**src/rtl/mux_scan_seq.sv**
```systemverilog
// Registered N:1 channel mux with a one-shot sweep sequencer; din to dout latency 1 clk.
// Output register reloads only when empty or accepted, so a stalled beat holds every field.
module mux_scan_seq #(
  parameter int N_CH  = 16,
  parameter int W     = 1,
  parameter int SEL_W = $clog2(N_CH)
) (
  input  logic              clk,
  input  logic              rst,
  input  logic [N_CH*W-1:0] din,
  input  logic              mode,
  input  logic [SEL_W-1:0]  sel_in,
  input  logic              start,
  input  logic              force_hi,
  input  logic              out_ready,
  output logic              out_valid,
  output logic [W-1:0]      dout,
  output logic [SEL_W-1:0]  out_ch,
  output logic              out_last,
  output logic              sel_err,
  output logic              busy
);

  typedef enum logic {ST_IDLE, ST_SCAN} state_t;

  localparam logic [SEL_W-1:0] LAST_CH = SEL_W'(N_CH - 1);
  localparam logic [SEL_W:0]   N_CH_X  = (SEL_W + 1)'(N_CH);

  state_t             state_q, state_d;
  logic [SEL_W-1:0]   scan_ptr_q, scan_ptr_d;
  logic               out_valid_q, out_valid_d;
  logic [W-1:0]       dout_q, dout_d;
  logic [SEL_W-1:0]   out_ch_q, out_ch_d;
  logic               out_last_q, out_last_d;
  logic               sel_err_q, sel_err_d;

  logic               slot_open;
  logic               load;
  logic [SEL_W-1:0]   load_ch;
  logic               load_last;
  logic               load_err;

  // Out-of-range indices fall through to zero rather than reading past din.
  function automatic logic [W-1:0] pick(input logic [N_CH*W-1:0] bus,
                                        input logic [SEL_W-1:0]  idx);
    logic [W-1:0] r;
    r = '0;
    for (int k = 0; k < N_CH; k++) begin
      if (idx == SEL_W'(k)) r = bus[k*W +: W];
    end
    return r;
  endfunction

  always_comb begin
    slot_open   = !out_valid_q || out_ready;
    load        = 1'b0;
    load_ch     = sel_in;
    load_last   = 1'b0;
    load_err    = 1'b0;
    state_d     = state_q;
    scan_ptr_d  = scan_ptr_q;
    out_valid_d = out_valid_q;
    dout_d      = dout_q;
    out_ch_d    = out_ch_q;
    out_last_d  = out_last_q;
    sel_err_d   = sel_err_q;

    case (state_q)
      ST_IDLE: begin
        if (!mode) begin
          load     = slot_open;
          load_ch  = sel_in;
          load_err = ({1'b0, sel_in} >= N_CH_X);
        end else if (start) begin
          state_d    = ST_SCAN;
          scan_ptr_d = '0;
        end
      end
      ST_SCAN: begin
        load_ch   = scan_ptr_q;
        load_last = (scan_ptr_q == LAST_CH);
        if (slot_open) begin
          load = 1'b1;
          if (load_last) begin
            state_d    = ST_IDLE;
            scan_ptr_d = '0;
          end else begin
            scan_ptr_d = scan_ptr_q + SEL_W'(1);
          end
        end
      end
      default: state_d = ST_IDLE;
    endcase

    if (load) begin
      out_valid_d = 1'b1;
      dout_d      = force_hi ? '1 : (load_err ? '0 : pick(din, load_ch));
      out_ch_d    = load_ch;
      out_last_d  = load_last;
      sel_err_d   = load_err;
    end else if (slot_open) begin
      out_valid_d = 1'b0;
    end
  end

  always_ff @(posedge clk) begin
    if (rst) begin
      state_q     <= ST_IDLE;
      scan_ptr_q  <= '0;
      out_valid_q <= 1'b0;
      dout_q      <= '0;
      out_ch_q    <= '0;
      out_last_q  <= 1'b0;
      sel_err_q   <= 1'b0;
    end else begin
      state_q     <= state_d;
      scan_ptr_q  <= scan_ptr_d;
      out_valid_q <= out_valid_d;
      dout_q      <= dout_d;
      out_ch_q    <= out_ch_d;
      out_last_q  <= out_last_d;
      sel_err_q   <= sel_err_d;
    end
  end

  assign out_valid = out_valid_q;
  assign dout      = dout_q;
  assign out_ch    = out_ch_q;
  assign out_last  = out_last_q;
  assign sel_err   = sel_err_q;
  assign busy      = (state_q == ST_SCAN);

endmodule

```
**config.mk**
```make
export PLATFORM = sky130hd
export DESIGN_NAME = mux_scan_seq
export DESIGN_NICKNAME = d
export VERILOG_FILES = /design/src/rtl/mux_scan_seq.sv
export SDC_FILE = /design/constraint.sdc
export NUM_CORES = 1
export LEC_CHECK = 0
export ABC_AREA = 0
export ABC_CLOCK_PERIOD_IN_PS = 4900
export CAP_MARGIN = 20
export CORE_MARGIN = 3
export CORE_UTILIZATION = 46
export CTS_BUF_LIST = sky130_fd_sc_hd__clkbuf_4
export DETAILED_ROUTE_END_ITERATION = 8
export PLACE_DENSITY_LB_ADDON = 0.1
export SLEW_MARGIN = 25
export SYNTH_ARGS = -nofsm -noshare
export SYNTH_HDL_FRONTEND = slang
export SYNTH_SLANG_ARGS = --single-unit
```
**constraint.sdc**
```tcl
create_clock -name clk -period 4.9 [get_ports clk]
set_input_delay 0.735 -clock clk [delete_from_list [all_inputs] [get_ports clk]]
set_output_delay 0.735 -clock clk [all_outputs]
set_load 0.005 [all_outputs]
```
## After elaboration in Yosys (flattened, before gate mapping)

Index checks and enable logic that the tools add are counted.

| word-level totals | value |
|---|---|
| output and inout bits | 9 |
| bits in registers | 12 |
| memories kept | 0 |
| bits in writable memories | 0 |
| ROM bits | 0 |
| bits in latches | 0 |
| word-level logic and storage cells | 66 |

| operators by class | value |
|---|---|
| div/mod/pow operators | 0 |
| equality and inequality tests | 19 |
| add/subtract/negate cells | 1 |
| shift operators | 0 |
| bitwise gates (word level) | 1 |
| $mul | 0 |
| reduce and logical (&&, ||, !) cells | 5 |
| multiplexer cells | 34 |
| $lt $le $gt $ge | 0 |

Operator list:

| kind | number |
|---|---|
| 4-bit == test, second input constant | 9 |
| 1-bit two-way mux | 26 |
| 4-bit by 3-bit == test with 1-bit output, second input constant | 4 |
| 4-bit two-way mux | 4 |
| 4-bit case mux with 2 select lines | 2 |
| 4-bit by 2-bit == test with 1-bit output, second input constant | 2 |
| 4-bit by 1-bit adder with 4-bit output, second input constant | 1 |
| 4-bit by 1-bit == test with 1-bit output, second input constant | 1 |
| 4-bit zero test | 1 |
| 2-bit != test, second input constant | 2 |
| 1-bit case mux with 2 select lines | 2 |
| 3-bit AND reduction | 1 |
| 2-bit by 1-bit != test with 1-bit output, second input constant | 1 |
| 2-bit nonzero test | 1 |
| 1-bit zero test | 1 |
| 1-bit logical OR | 1 |
| 1-bit inverter | 1 |

## Depth between registers and ports, before layout

| logic depth | value |
|---|---|
| depth in word-level cells | 20 |
| depth in mapped cells | 8 |

## Worst setup path after synthesis

OpenSTA, ideal clock, no wires.

| path | value |
|---|---|
| path kind | input -> register |
| from | input sel_in[1] |
| to | register dout_q, in the netlist dout |
| arrival time | 1.800 ns |
| setup time | 0.143 ns |
| buffers on the path | 0 |
| cell stages on the path | 6 |
| data required time | 4.757 ns |
| slack | 2.957 ns |
| cell sequence | mux2_4 mux4_2 o21ai_2 a31oi_1 o2bb2ai_1 a311oi_1 |

| on the way | value |
|---|---|
| word-level cells in the longest chain between the ends | 19 |
| elaborated cells between the ends (all ways) | 34 |
| those cells by class | eq/ne (15); mux (18); reduce/logical (1) |

Ends and longest elaborated chain:

| item | line | RTL |
|---|---|---|
| from (decl) | 12 | `input logic [SEL_W-1:0] sel_in,` |
| 4-bit case mux with 2 select lines (*) | 68 | `case (state_q)` |
| 4-bit zero test | 49 | `if (idx == SEL_W'(k)) r = bus[k*W +: W];` |
| 1-bit two-way mux (15 in series) | 49 |  |
| 1-bit two-way mux (*) | 49 |  |
| 1-bit two-way mux (*) | 97 | `dout_d = force_hi ? '1 : (load_err ? '0 : pick(din, load_ch));` |
| to (signal assigned) | 119 | `dout_q <= dout_d;` |
| to (decl) | 32 | `logic [W-1:0] dout_q, dout_d;` |

Mark *: on every way between the ends. The rest lies on a longest branch, timed or not.
A chain may end at the register's enable or synchronous reset.

## Worst setup path after layout

| path | value |
|---|---|
| from | register state_q, in the netlist busy |
| to | output busy |

RTL lines:

| item | line | RTL |
|---|---|---|
| from (decl) | 29 | `state_t state_q, state_d;` |
| from (signal assigned) | 116 | `state_q <= state_d;` |
| to (decl) | 21 | `output logic busy` |

No word-level cell between the ends.

==> flow_metrics.env <==
export IMPL_outcome="finished clean"
export IMPL_critPathTopFamily="flip-flops"
export IMPL_yosysWarnings=0
export IMPL_path_buf_inv=1
export IMPL_synth_area_per_cell_um2=8.58
export IMPL_vdd_drop_max_mv=0.149
export IMPL_fin_skew_ns=0.00129
export IMPL_antenna_found_initial=0
export IMPL_cts_tree="yes"
export IMPL_coreArea_um2=1560
export IMPL_tightest_slew_ns=0.723
export IMPL_fill_cells=135
export IMPL_power_uw=248
export IMPL_hold_viol_final=0
export IMPL_numCtsBuffers=3
export IMPL_n_antenna_cell=0
export IMPL_clock_fmax_ghz=0.410
export IMPL_drt_iter0_markers=13
export IMPL_rsz0062_at_grt="no"
export IMPL_worst_path_largest_cell_delay_ns=0.79
export IMPL_grt_first_pass_wirelength_um=3070
export IMPL_die_area_um2=2230
export IMPL_crit_path_cell_trace="clkdlybuf4s50_1"
export IMPL_powerDensity_nw_per_um2=222
export IMPL_start_util_pct=50.1
export IMPL_vias=793
export IMPL_wl_per_cell_um=13.6
export IMPL_synth_area_um2=781
export IMPL_drv_cap=0
export IMPL_synth_area_top_cells="dfxtp_1 31%, a21oi_1 6.4%, mux4_2 5.8%"
export IMPL_p_leak_nw=0.397
export IMPL_gp_congestion=0.815
export IMPL_io_buffers=33
export IMPL_synthesis_nets=118
export IMPL_cp_end_kind="output pin"
export IMPL_synthCells=91
export IMPL_io_pins=35
export IMPL_postCtsSetupBuffers=0
export IMPL_relSlewSlack_pct=51.7
export IMPL_path_max_fanout=19
export IMPL_grt_pass1_vias=724
export IMPL_postRouteAntennaNets=0
export IMPL_cts_num_sinks=12
export IMPL_die_w_um=47.2
export IMPL_grt_use_met1_pct=24.1
export IMPL_place_ws_ns=2.38
export IMPL_slowest_stage="dfxtp_1"
export IMPL_fin_ws_ns=2.46
export IMPL_placed_cells=135
export IMPL_ctsResizeCount=0
export IMPL_clockRootBuffer="clkbuf_4"
export IMPL_met2_usage_pct=33.6
export IMPL_arrival_ns=1.70
export IMPL_critPathRequiredTime_ns=4.16
export IMPL_yosys_area_top_type="dfxtp_1"
export IMPL_crit_type="flip-flop to output pin"
export IMPL_avgViaCountPerCell=5.71
export IMPL_routed_wl_um=1900
export IMPL_finalMaxSlewViolations=0
export IMPL_crit_path_start_kind="flip-flop"
export IMPL_hpwlAfterDp_um=1550
export IMPL_clkLatencyLatePin_ns=0.28
export IMPL_num_rows=14
export IMPL_drive_gt1_share_pct=9.76
export IMPL_h_tree_depth=1
export IMPL_fin_nets=151
export IMPL_postCtsHoldBufs=0
export IMPL_layout_cells_non_filler=139
export IMPL_hp_class="flip-flop to flip-flop"
export IMPL_drc_errors=0
export IMPL_syn2layout_area_growth_pct=43.1
export IMPL_synth_cell_types=38
export IMPL_yosysSeqAreaShare_pct=30.8
export IMPL_clockBufferDepth=2
export IMPL_fin_crit_ns=2.44
export IMPL_overflow=0
export IMPL_firstDrtPassIters=4
export IMPL_synth_top_area_share_pct=30.8
export IMPL_ys_seq_elements=12
export IMPL_top_usage_layer="met2"
export IMPL_grt_max_degree=20
export IMPL_clk_pin_slew_ns=0.08
export IMPL_fin_crit_sh_pct=49.8
export IMPL_die_height_um=47.2
export IMPL_grtUsageTotal_pct=19.8
export IMPL_globalRouteMet3Util_pct=6.13
export IMPL_finalSetupTns_ns=0
export IMPL_finalSetupViolations=0
==> state kept, by name (all words and copies together) (netlist names) <==
signal and flops:
busy 1, dout 1, out_ch 4, out_last 1, out_valid 1, scan_ptr_q 4
==> per-layer routing <==
layer	routed length, um	up-vias
met4	18	0
met3	113	5
li1	-	402
met5	0	-
met1	798	359
met2	965	27
==> per-stage QoR <==
stage	area (um^2)	util, %	hold WS [ns]
3_3_place_gp	1090	70.0	0.460
6_report	1120	71.7	0.488
5_1_grt	1120	71.7	0.524
3_5_place_dp	1090	70.0	0.483
4_1_cts	1120	71.7	0.496
2_1_floorplan	781	-	0.467
==> kinds of logic (layout without fill, tap and decap cells) <==
logic type,count (synthesis),count (layout),synth area share (%)
other,1,1,0.480
adder cells (fa/ha/maj),1,1,1.60
AO/OA/AOI/OAI,28,28,24.7
multiplexers,7,7,14.6
flip-flops,12,12,30.8
AND/OR/NAND/NOR,33,33,20.8
buffers and inverters,9,41,7.05
==> final timing paths <==
check	from	endpoint	slack (ns)	cells after the start
setup / recovery	busy	busy	2.46	1
hold / removal	out_last	out_last	0.49	2
setup reg to reg	busy	dout	2.68	6
hold reg to reg	out_last	out_last	0.49	2
==> Yosys cell counts <==
library cell / instances
mux4_2: 2
mux2_4: 1
nand2b_1: 2
clkbuf_8: 1
a31oi_1: 1
ha_1: 1
buf_6: 1
o2bb2ai_1: 1
nor2_1: 12
o21ai_2: 1
inv_1: 4
nand2_1: 7
or3_1: 1
a32o_1: 1
buf_4: 1
nor3b_1: 1
o22ai_1: 1
clkbuf_1: 2
a22oi_1: 1
mux2_2: 1
a32oi_1: 3
a21oi_1: 10
conb_1: 1
mux2i_4: 1
o311a_1: 1
o21ai_0: 2
a311oi_1: 1
dfxtp_1: 12
and2_1: 1
nand4_1: 1
and2b_2: 2
nor3_1: 2
nor2b_1: 2
or3_2: 1
nand3_1: 1
mux2i_1: 2
a211oi_1: 4
a311o_1: 1
==> placed cells by master, fill, tap and decap left out, types with 2 or more instances in the layout <==
cell              n
o21ai_0           2
clkdlybuf4s50_1  33
nor2b_1           2
and2b_2           2
inv_1             4
nor3_1            2
a21oi_1          10
mux2i_1           2
nand2b_1          2
dfxtp_1          12
nor2_1           12
clkbuf_4          3
a32oi_1           3
mux4_2            2
a211oi_1          4
nand2_1           7
==> power breakdown <==
group	switching [mW]	internal, mW	leakage, nW	total [mW]
clock network	0.0344	0.0296	0.0154	0.0639
registers	0.00726	0.103	0.0985	0.111
logic	0.0276	0.0460	0.283	0.0736
==> final cells by class <==
type                    count  area (um^2)  share of cell area [%]
clock buffers               3         22.5                    2.02
clock inverters             1         3.75                   0.336
inverters                   4         15.0                    1.34
multi-input cells          70          485                    43.4
flip-flops and latches     12          240                    21.5
well taps                  16         20.0                    1.79
repair buffers             33          330                    29.6
(Power assumes the default switching activity.)
